### src/rtl/shift_issue_stage.sv
// Decode/issue stage feeding the barrel shifter: decodes R-type shift ops and
// queues them in a small FIFO whose head drives the shifter controls.
module shift_issue_stage #(
  parameter int unsigned DEPTH = 2,
  parameter int unsigned AW    = 1
) (
  input  logic        clk,
  input  logic        reset,
  input  logic        in_valid,
  output logic        in_ready,
  input  logic [5:0]  in_funct,
  input  logic [4:0]  in_shamt,
  input  logic [31:0] in_rs,
  input  logic [31:0] in_rt,
  input  logic [4:0]  in_rd,
  output logic [4:0]  sh,
  output logic [31:0] rt,
  output logic [31:0] rs,
  output logic        RegImm,
  output logic        leftRight,
  output logic        AL,
  output logic [4:0]  out_rd,
  output logic        out_valid,
  input  logic        out_ready,
  output logic        illegal,
  output logic [15:0] issued
);

  localparam int unsigned CW = AW + 1;

  typedef struct packed {
    logic [4:0]  shamt;
    logic [31:0] rs;
    logic [31:0] rt;
    logic [4:0]  rd;
    logic        reg_imm;
    logic        left_right;
    logic        al;
  } entry_t;

  entry_t          r_mem [DEPTH];
  logic [AW-1:0]   r_wr_ptr;
  logic [AW-1:0]   r_rd_ptr;
  logic [CW-1:0]   r_count;
  logic            r_illegal;
  logic [15:0]     r_issued;

  logic            w_full;
  logic            w_empty;
  logic            w_push;
  logic            w_pop;
  logic            w_wr;
  logic            w_legal;
  logic            w_reg_imm;
  logic            w_left_right;
  logic            w_al;
  entry_t          w_head;

  // Funct decode into shifter control; anything unlisted is illegal.
  always_comb begin
    w_legal      = 1'b0;
    w_reg_imm    = 1'b0;
    w_left_right = 1'b0;
    w_al         = 1'b0;
    case (in_funct)
      6'b000000: begin w_legal = 1'b1; w_left_right = 1'b1; end
      6'b000010: begin w_legal = 1'b1; end
      6'b000011: begin w_legal = 1'b1; w_al = 1'b1; end
      6'b000100: begin w_legal = 1'b1; w_reg_imm = 1'b1; w_left_right = 1'b1; end
      6'b000110: begin w_legal = 1'b1; w_reg_imm = 1'b1; end
      6'b000111: begin w_legal = 1'b1; w_reg_imm = 1'b1; w_al = 1'b1; end
      default:   ;
    endcase
  end

  assign w_full  = (r_count == CW'(DEPTH));
  assign w_empty = (r_count == CW'(0));
  assign w_push  = in_valid & ~w_full;
  assign w_wr    = w_push & w_legal;
  assign w_pop   = ~w_empty & out_ready;

  // Pointers, occupancy, illegal pulse and pop counter.
  always_ff @(posedge clk or posedge reset) begin
    if (reset) begin
      r_wr_ptr  <= '0;
      r_rd_ptr  <= '0;
      r_count   <= '0;
      r_illegal <= 1'b0;
      r_issued  <= '0;
    end else begin
      r_illegal <= w_push & ~w_legal;
      if (w_wr)  r_wr_ptr <= r_wr_ptr + AW'(1);
      if (w_pop) begin
        r_rd_ptr <= r_rd_ptr + AW'(1);
        r_issued <= r_issued + 16'(1);
      end
      case ({w_wr, w_pop})
        2'b10:   r_count <= r_count + CW'(1);
        2'b01:   r_count <= r_count - CW'(1);
        default: r_count <= r_count;
      endcase
    end
  end

  // Storage is written only by a legal push, so it never needs reset.
  always_ff @(posedge clk) begin
    if (w_wr) begin
      r_mem[r_wr_ptr] <= '{shamt: in_shamt, rs: in_rs, rt: in_rt, rd: in_rd,
                           reg_imm: w_reg_imm, left_right: w_left_right, al: w_al};
    end
  end

  // Head outputs are forced to zero when empty so the shifter sees no stale control.
  assign w_head    = r_mem[r_rd_ptr];
  assign sh        = w_empty ? 5'd0  : w_head.shamt;
  assign rt        = w_empty ? 32'd0 : w_head.rt;
  assign rs        = w_empty ? 32'd0 : w_head.rs;
  assign RegImm    = w_empty ? 1'b0  : w_head.reg_imm;
  assign leftRight = w_empty ? 1'b0  : w_head.left_right;
  assign AL        = w_empty ? 1'b0  : w_head.al;
  assign out_rd    = w_empty ? 5'd0  : w_head.rd;
  assign out_valid = ~w_empty;
  assign in_ready  = ~w_full;
  assign illegal   = r_illegal;
  assign issued    = r_issued;

endmodule

### config.mk
export PLATFORM = sky130hd
export DESIGN_NAME = shift_issue_stage
export DESIGN_NICKNAME = d
export VERILOG_FILES = /design/src/rtl/shift_issue_stage.sv
export SDC_FILE = /design/constraint.sdc
export NUM_CORES = 1
export LEC_CHECK = 0
export CORE_ASPECT_RATIO = 1.25
export CORE_MARGIN = 2
export CORE_UTILIZATION = 48
export CTS_CLUSTER_DIAMETER = 150
export DETAILED_ROUTE_END_ITERATION = 10
export HOLD_SLACK_MARGIN = 0.12
export PLACE_DENSITY = 0.9
export SETUP_SLACK_MARGIN = 0.05
export SLEW_MARGIN = 10
export SYNTH_ARGS = -nofsm -noshare
export SYNTH_HDL_FRONTEND = slang
export SYNTH_SLANG_ARGS = --single-unit
### constraint.sdc
create_clock -name clk -period 6.13 [get_ports clk]
set_input_delay 0.9195 -clock clk [delete_from_list [all_inputs] [get_ports clk]]
set_output_delay 0.9195 -clock clk [all_outputs]
set_load 0.02 [all_outputs]
; Word-level counts from Yosys, hierarchy flattened
; Memories as Yosys holds them, arrays and structs flattened.
; Cells that the tools add are included.
[word_totals]
ff_bits = 21
ramBits = 154
input_bits = 84
memories = 1
[memory_table]
columns = memory, depth, word_bits, rd, rd_clocked_by_memory_dff, write_ports, line
row1 = r_mem, 2, 77, 1, 0, 1, 41  ; entry_t r_mem [DEPTH];
[classes]
addsub = 5
eq_ne = 8
mux = 14
bitwise_logic = 7
reduce_logical = 7
[ops]
columns = operator, count
row1 = 32-bit two-way mux, 2
row2 = 6-bit by 3-bit equality test with 1-bit output (second input constant), 3
row3 = 16-bit by 1-bit adder with 16-bit output (second input constant), 1
row4 = 6-bit by 2-bit equality test with 1-bit output (second input constant), 2
row5 = 5-bit two-way mux, 2
row6 = 1-bit two-way mux, 9
row7 = 6-bit logical NOT, 1
row8 = 6-bit OR reduction, 1
row9 = 1-bit bitwise AND, 4
row10 = 2-bit equality test (second input constant), 2
row11 = 2-bit case mux with 2 select lines, 1
row12 = 2-bit OR reduction, 2
row13 = 1-bit NOT, 3
row14 = 3-bit OR reduction, 1
row15 = 1-bit adder (second input constant), 2
row16 = 2-bit by 1-bit adder with 2-bit output (second input constant), 1
row17 = 2-bit by 1-bit equality test with 1-bit output (second input constant), 1
row18 = 2-bit logical NOT, 1
row19 = 2-bit nonzero test, 1
row20 = 2-bit by 1-bit subtractor with 2-bit output (second input constant), 1

; Logic depth before layout (Yosys ltp)
[depth]
depth_word = 6
depth_mapped = 8

; Least setup slack after synthesis
; OpenSTA, ideal clock, no wires.
[synth_timing]
path_type = in2reg
start = in in_funct[3]
end = mem r_mem[0][0] (netlist bit) (enable)
setup_ns = 0.513
arrival_ns = 4.920
t_required_ns = 5.617
path_slack_ns = 0.697
path_stages = 4
n_path_buf = 0
cell_sequence = or3_1 -> a21oi_1 -> nand3_1 -> nor2_1
[synth_via]
elab_chain_cells = 6
[synth_rtl]
columns = element, line
row1 = from (decl), 11  ; input logic [5:0] in_funct,
row2 = 6-bit by 3-bit equality test with 1-bit output (tied with other cells), 65  ; case (in_funct)
row3 = 6-bit OR reduction (no line) (*), n/a
row4 = 1-bit two-way mux (*), 65
row5 = 1-bit bitwise AND (*), 79  ; assign w_wr = w_push & w_legal;
row6 = 1-bit two-way mux (*), 107  ; if (w_wr) begin
row7 = 1-bit two-way mux (not written as such) (*), 108  ; r_mem[r_wr_ptr] <= '{shamt: in_shamt, rs: in_rs, rt: in_rt, rd: in_rd,
row8 = to (decl), 41
; Every way passes the cells marked *; elsewhere a longest branch is shown, timed or not.

; Worst setup path in the final report
[layout_timing]
start = reg r_rd_ptr
end = out out_rd[1]
[layout_via]
elab_chain_cells = 2
[layout_rtl]
columns = element, line
row1 = from (decl), 43  ; logic [AW-1:0] r_rd_ptr;
row2 = from (signal assigned), 94  ; r_rd_ptr <= r_rd_ptr + AW'(1);
row3 = memory read 2 x 77 bit, n/a
row4 = 5-bit two-way mux, 121  ; assign out_rd = w_empty ? 5'd0 : w_head.rd;
row5 = to (decl), 22  ; output logic [4:0] out_rd,
; Every way passes these cells.

==> results.md <==
- Final period utilization: 63.21%
- Number of global-route vias before repair: 4183
- Worst-Margin Slew: 1042 ps
- Internal portion of total power: 0.002645 W
- Area fraction of the dominant cell type after synthesis: 68.60%
- Overall die area: 15020 um2
- Die W: 110 um
- Maximum ir drop on the vdd rail: 0.2841 mV
- Delay of the slowest cell on the worst path: 840 ps
- Required time of the critical path: 5210 ps
- Total Wirelength: 13860 um
- Hold Violations, Final: 0
- Final #Nets: 688
- Post-synth cell types: 27
- Latest clock arrival within the worst-skew pair: 410 ps
- Total count of max-transition violations in the final report: 0
- Area delta synth->final: 37.68%
- Library cell occupying the most area in the post-synthesis netlist: edfxtp_1
- Post-synthesis area per instance: 16.17 um2
- Clock period minus final worst setup slack: 3875 ps
- Boundary pin count: 180
- Count of buffers from port buffering: 179
- Quantity of hold-fixing buffers added after cts: 0
- End-of-flow core utilization: 67.49%
- Sink Count: 175
- Switching power total: 0.001356 W
- Number of routed nets with antenna violations: 0
- Worst hold margin: 475.9 ps
- Die span in y: 136.5 um
- Routability congestion estimate from global placement: 0.7680
- Core ar.: 13750 um2
- CTS Root Cell: clkbuf_16
- Element type at the critical path start: register
- Sequential Power Share: 37.0%
- Total half-perimeter wirelength after legalization and detailed placement: 9151 um
- Max-cap viol count: 0
- Setup_tns: 0 ps
- WP data arrival: 2960 ps
- First DRT Iteration DRCs: 229
- Detail-routed net length per standard cell: 17.52 um
- TritonCTS Buffers: 17
- Fraction of power spent switching nets: 33.89%
- Post-Synthesis Net Count: 503
- Proportion of power drawn by combinational gates: 38.0%
- Length of the first detailed-routing pass in iterations: 4
- Global-route usage over all layers: 18.87%
- CTS tree: done
- Total non-filler cell area in the finished layout: 9281 um2
- Largest clock skew in the final design: 9.067 ps
- Drt drc: 0
- Crit-path max FO: 43
- Worst slack after detailed placement: 2507 ps
- Share of post-route cells with drive strength above 1: 6.667%
- Number of antenna violations at the first check in global routing: 1
- CTS-repair resized insts: 0
- Total number of yosys warnings: 0
- Type of the tightest min-delay check: reg -> reg
- RSZ-0062 raised after global routing: no
- Leakage: 3.450 nW
- Outcome: complete, no violations
- H-tree lvl count: 4
- Power density cells: 431.0 nW/um2
- Initial core utilization: 49.02%
- Flip-flop and latch count after synthesis: 175
- Post-CTS repair timing setup buffer count: 0
- Worst path cell trace: buf_4 > mux2i_1 > nor2_1 > clkdlybuf4s50_1
- Global-route wire length before repair: 20990 um
- Critical Setup Path Class: reg -> out
- Placement-stage cell area: 8732 um2
- Endpoints failing setup: 0
- Post-synthesis instance area: 6741 um2
- Part of the Yosys area used for sequential elements: 76.39%
- Relative max-transition margin: 30.53%
- Clock Power Share: 25.0%
- Number of instances in the synthesized netlist: 417
- Via density: 5.106
- Fmax achieved: 258.1 MHz
- Clock-pin slew on the worst setup and hold paths: 60 ps
- Standard-cell rows: 48
- Area contributors post-synth: edfxtp_1 69%, mux2i_1 11%, dfrtp_1 7.8%, nor2_1 4.7%, xnor2_1 1.3%
- Global route total overflow: 0
- Via count: 4039
- Maximum number of pins on one net before global-route repair: 78
- Final worst-path setup slack: 2255 ps
- Crit path max-delay cell type: dfrtp_4
- CP endpoint kind: output port
- Clock Tree Buf Depth: 2
## cell usage after synthesis
master,number
clkbuf_1,8
a21oi_1,1
dfrtp_1,21
xnor2_1,10
or3_1,1
buf_1,1
edfxtp_1,154
nand2_1,11
o2111a_1,1
inv_2,1
mux2i_1,77
nand4_4,1
nor2b_1,1
inv_1,6
nand4_1,3
clkinv_2,1
ha_1,2
and2_1,2
nand3_1,4
nor2_2,1
nand2b_1,1
nor3_1,4
and4_1,1
nor4_2,1
buf_2,8
xor2_1,10
nor2_1,85
## registers in the layout, summed over array words and instances, names as in the netlist
name      flops
r_wr_ptr      1
issued       16
r_count       2
illegal       1
r_mem       154
r_rd_ptr      1
## cells by family (layout without fill, tap and decap cells)
kind of cell             after synthesis  after routing  synth area share (%)
flip-flops                           175            175                 76.39
AND/OR/NAND/NOR                      116            116                 7.406
multiplexers                          77             77                 11.43
buffers and inverters                 25            223                 1.559
XOR/XNOR                              20             20                 2.598
adder cells (fa/ha/maj)                2              2                0.3711
AO/OA/AOI/OAI                          2              2                0.2412
other                                  0              1                     0
## power by group through the flow
stage | sequential (W) | clock (W) | combinational, W
after floorplan | 0.00146 | 0 | 0.000864
after global placement | 0.00150 | 0 | 0.00150
after detailed placement | 0.00151 | 0 | 0.00153
after CTS | 0.00148 | 0.00102 | 0.00154
after global routing | 0.00149 | 0.00107 | 0.00162
final | 0.00148 | 0.00100 | 0.00152
## routing by layer
layer / global-route usage [%] / part of all wire (%) / vias up / wire length [um]
met3: 4.333 / 6.2 / 28 / 864
met1: 22.13 / 39 / 1964 / 5368
li1: - / - / 1887 / -
met2: 32.96 / 53 / 160 / 7324
met5: 0 / 0 / - / 0
met4: 7.947 / 2.2 / 0 / 301
## path summary, 6_finish.rpt
| check | startpoint | end | slack, ps | cells after the start |
|---|---|---|---|---|
| max in group asynchronous | reset | r_rd_ptr$_DFFE_PP0P_ | 4580 | 2 |
| min in group asynchronous | reset | issued[7]$_DFFE_PP0P_ | 960 | 2 |
| worst max register to register | r_count[0]$_DFFE_PP0P_ | r_count[1]$_DFFE_PP0P_ | 3510 | 8 |
| worst min-delay path | issued[15]$_DFFE_PP0P_ | issued[15]$_DFFE_PP0P_ | 480 | 1 |
| worst max-delay path | r_rd_ptr$_DFFE_PP0P_ | out_rd[1] | 2260 | 4 |
| worst min register to register | issued[15]$_DFFE_PP0P_ | issued[15]$_DFFE_PP0P_ | 480 | 1 |
## cells in the final DEF (no fill, tap or decap), drive strengths merged
cell           Yosys  routed
dfrtp             21      21
nor2b              1       1
nand3              4       4
or3                1       1
nand4              4       4
xor2              10      10
clkinvlp           0       4
clkbuf             8      19
xnor2             10      10
edfxtp           154     154
ha                 2       2
nor4               1       1
and2               2       2
bufinv             0       1
buf                9       4
clkinv             1       7
nor3               4       4
diode              0       1
o2111a             1       1
and4               1       1
a21oi              1       1
clkdlybuf4s50      0     179
nor2              86      86
nand2             11      11
nand2b             1       1
mux2i             77      77
inv                7       9
## area by class of cell
type / count / area (um2)
clock buffer: 19 / 432.9
tap: 175 / 219.0
clock inverter: 13 / 113.9
sequential: 175 / 5154
inverter: 8 / 31.28
timing repair buffer: 183 / 1822
multi-input combinational: 217 / 1506
fill: 940 / 4472
antenna: 1 / 2.502
## critical path: cells and delay by family, from the launching register on
family / cells / cell delay (ps)
muxes: 1 / 180
buffers and inverters: 2 / 1330
DFF: 1 / 840
and+or+nand+nor: 1 / 150
## through the flow
| stage | instances | total power [W] |
|---|---|---|
| after floorplan | 417 | 0.002321 |
| after global placement | 758 | 0.003002 |
| after detailed placement | 758 | 0.003034 |
| after CTS | 790 | 0.004042 |
| after global routing | 790 | 0.004177 |
| final | 791 | 0.004000 |
(Power assumes the default switching activity.)
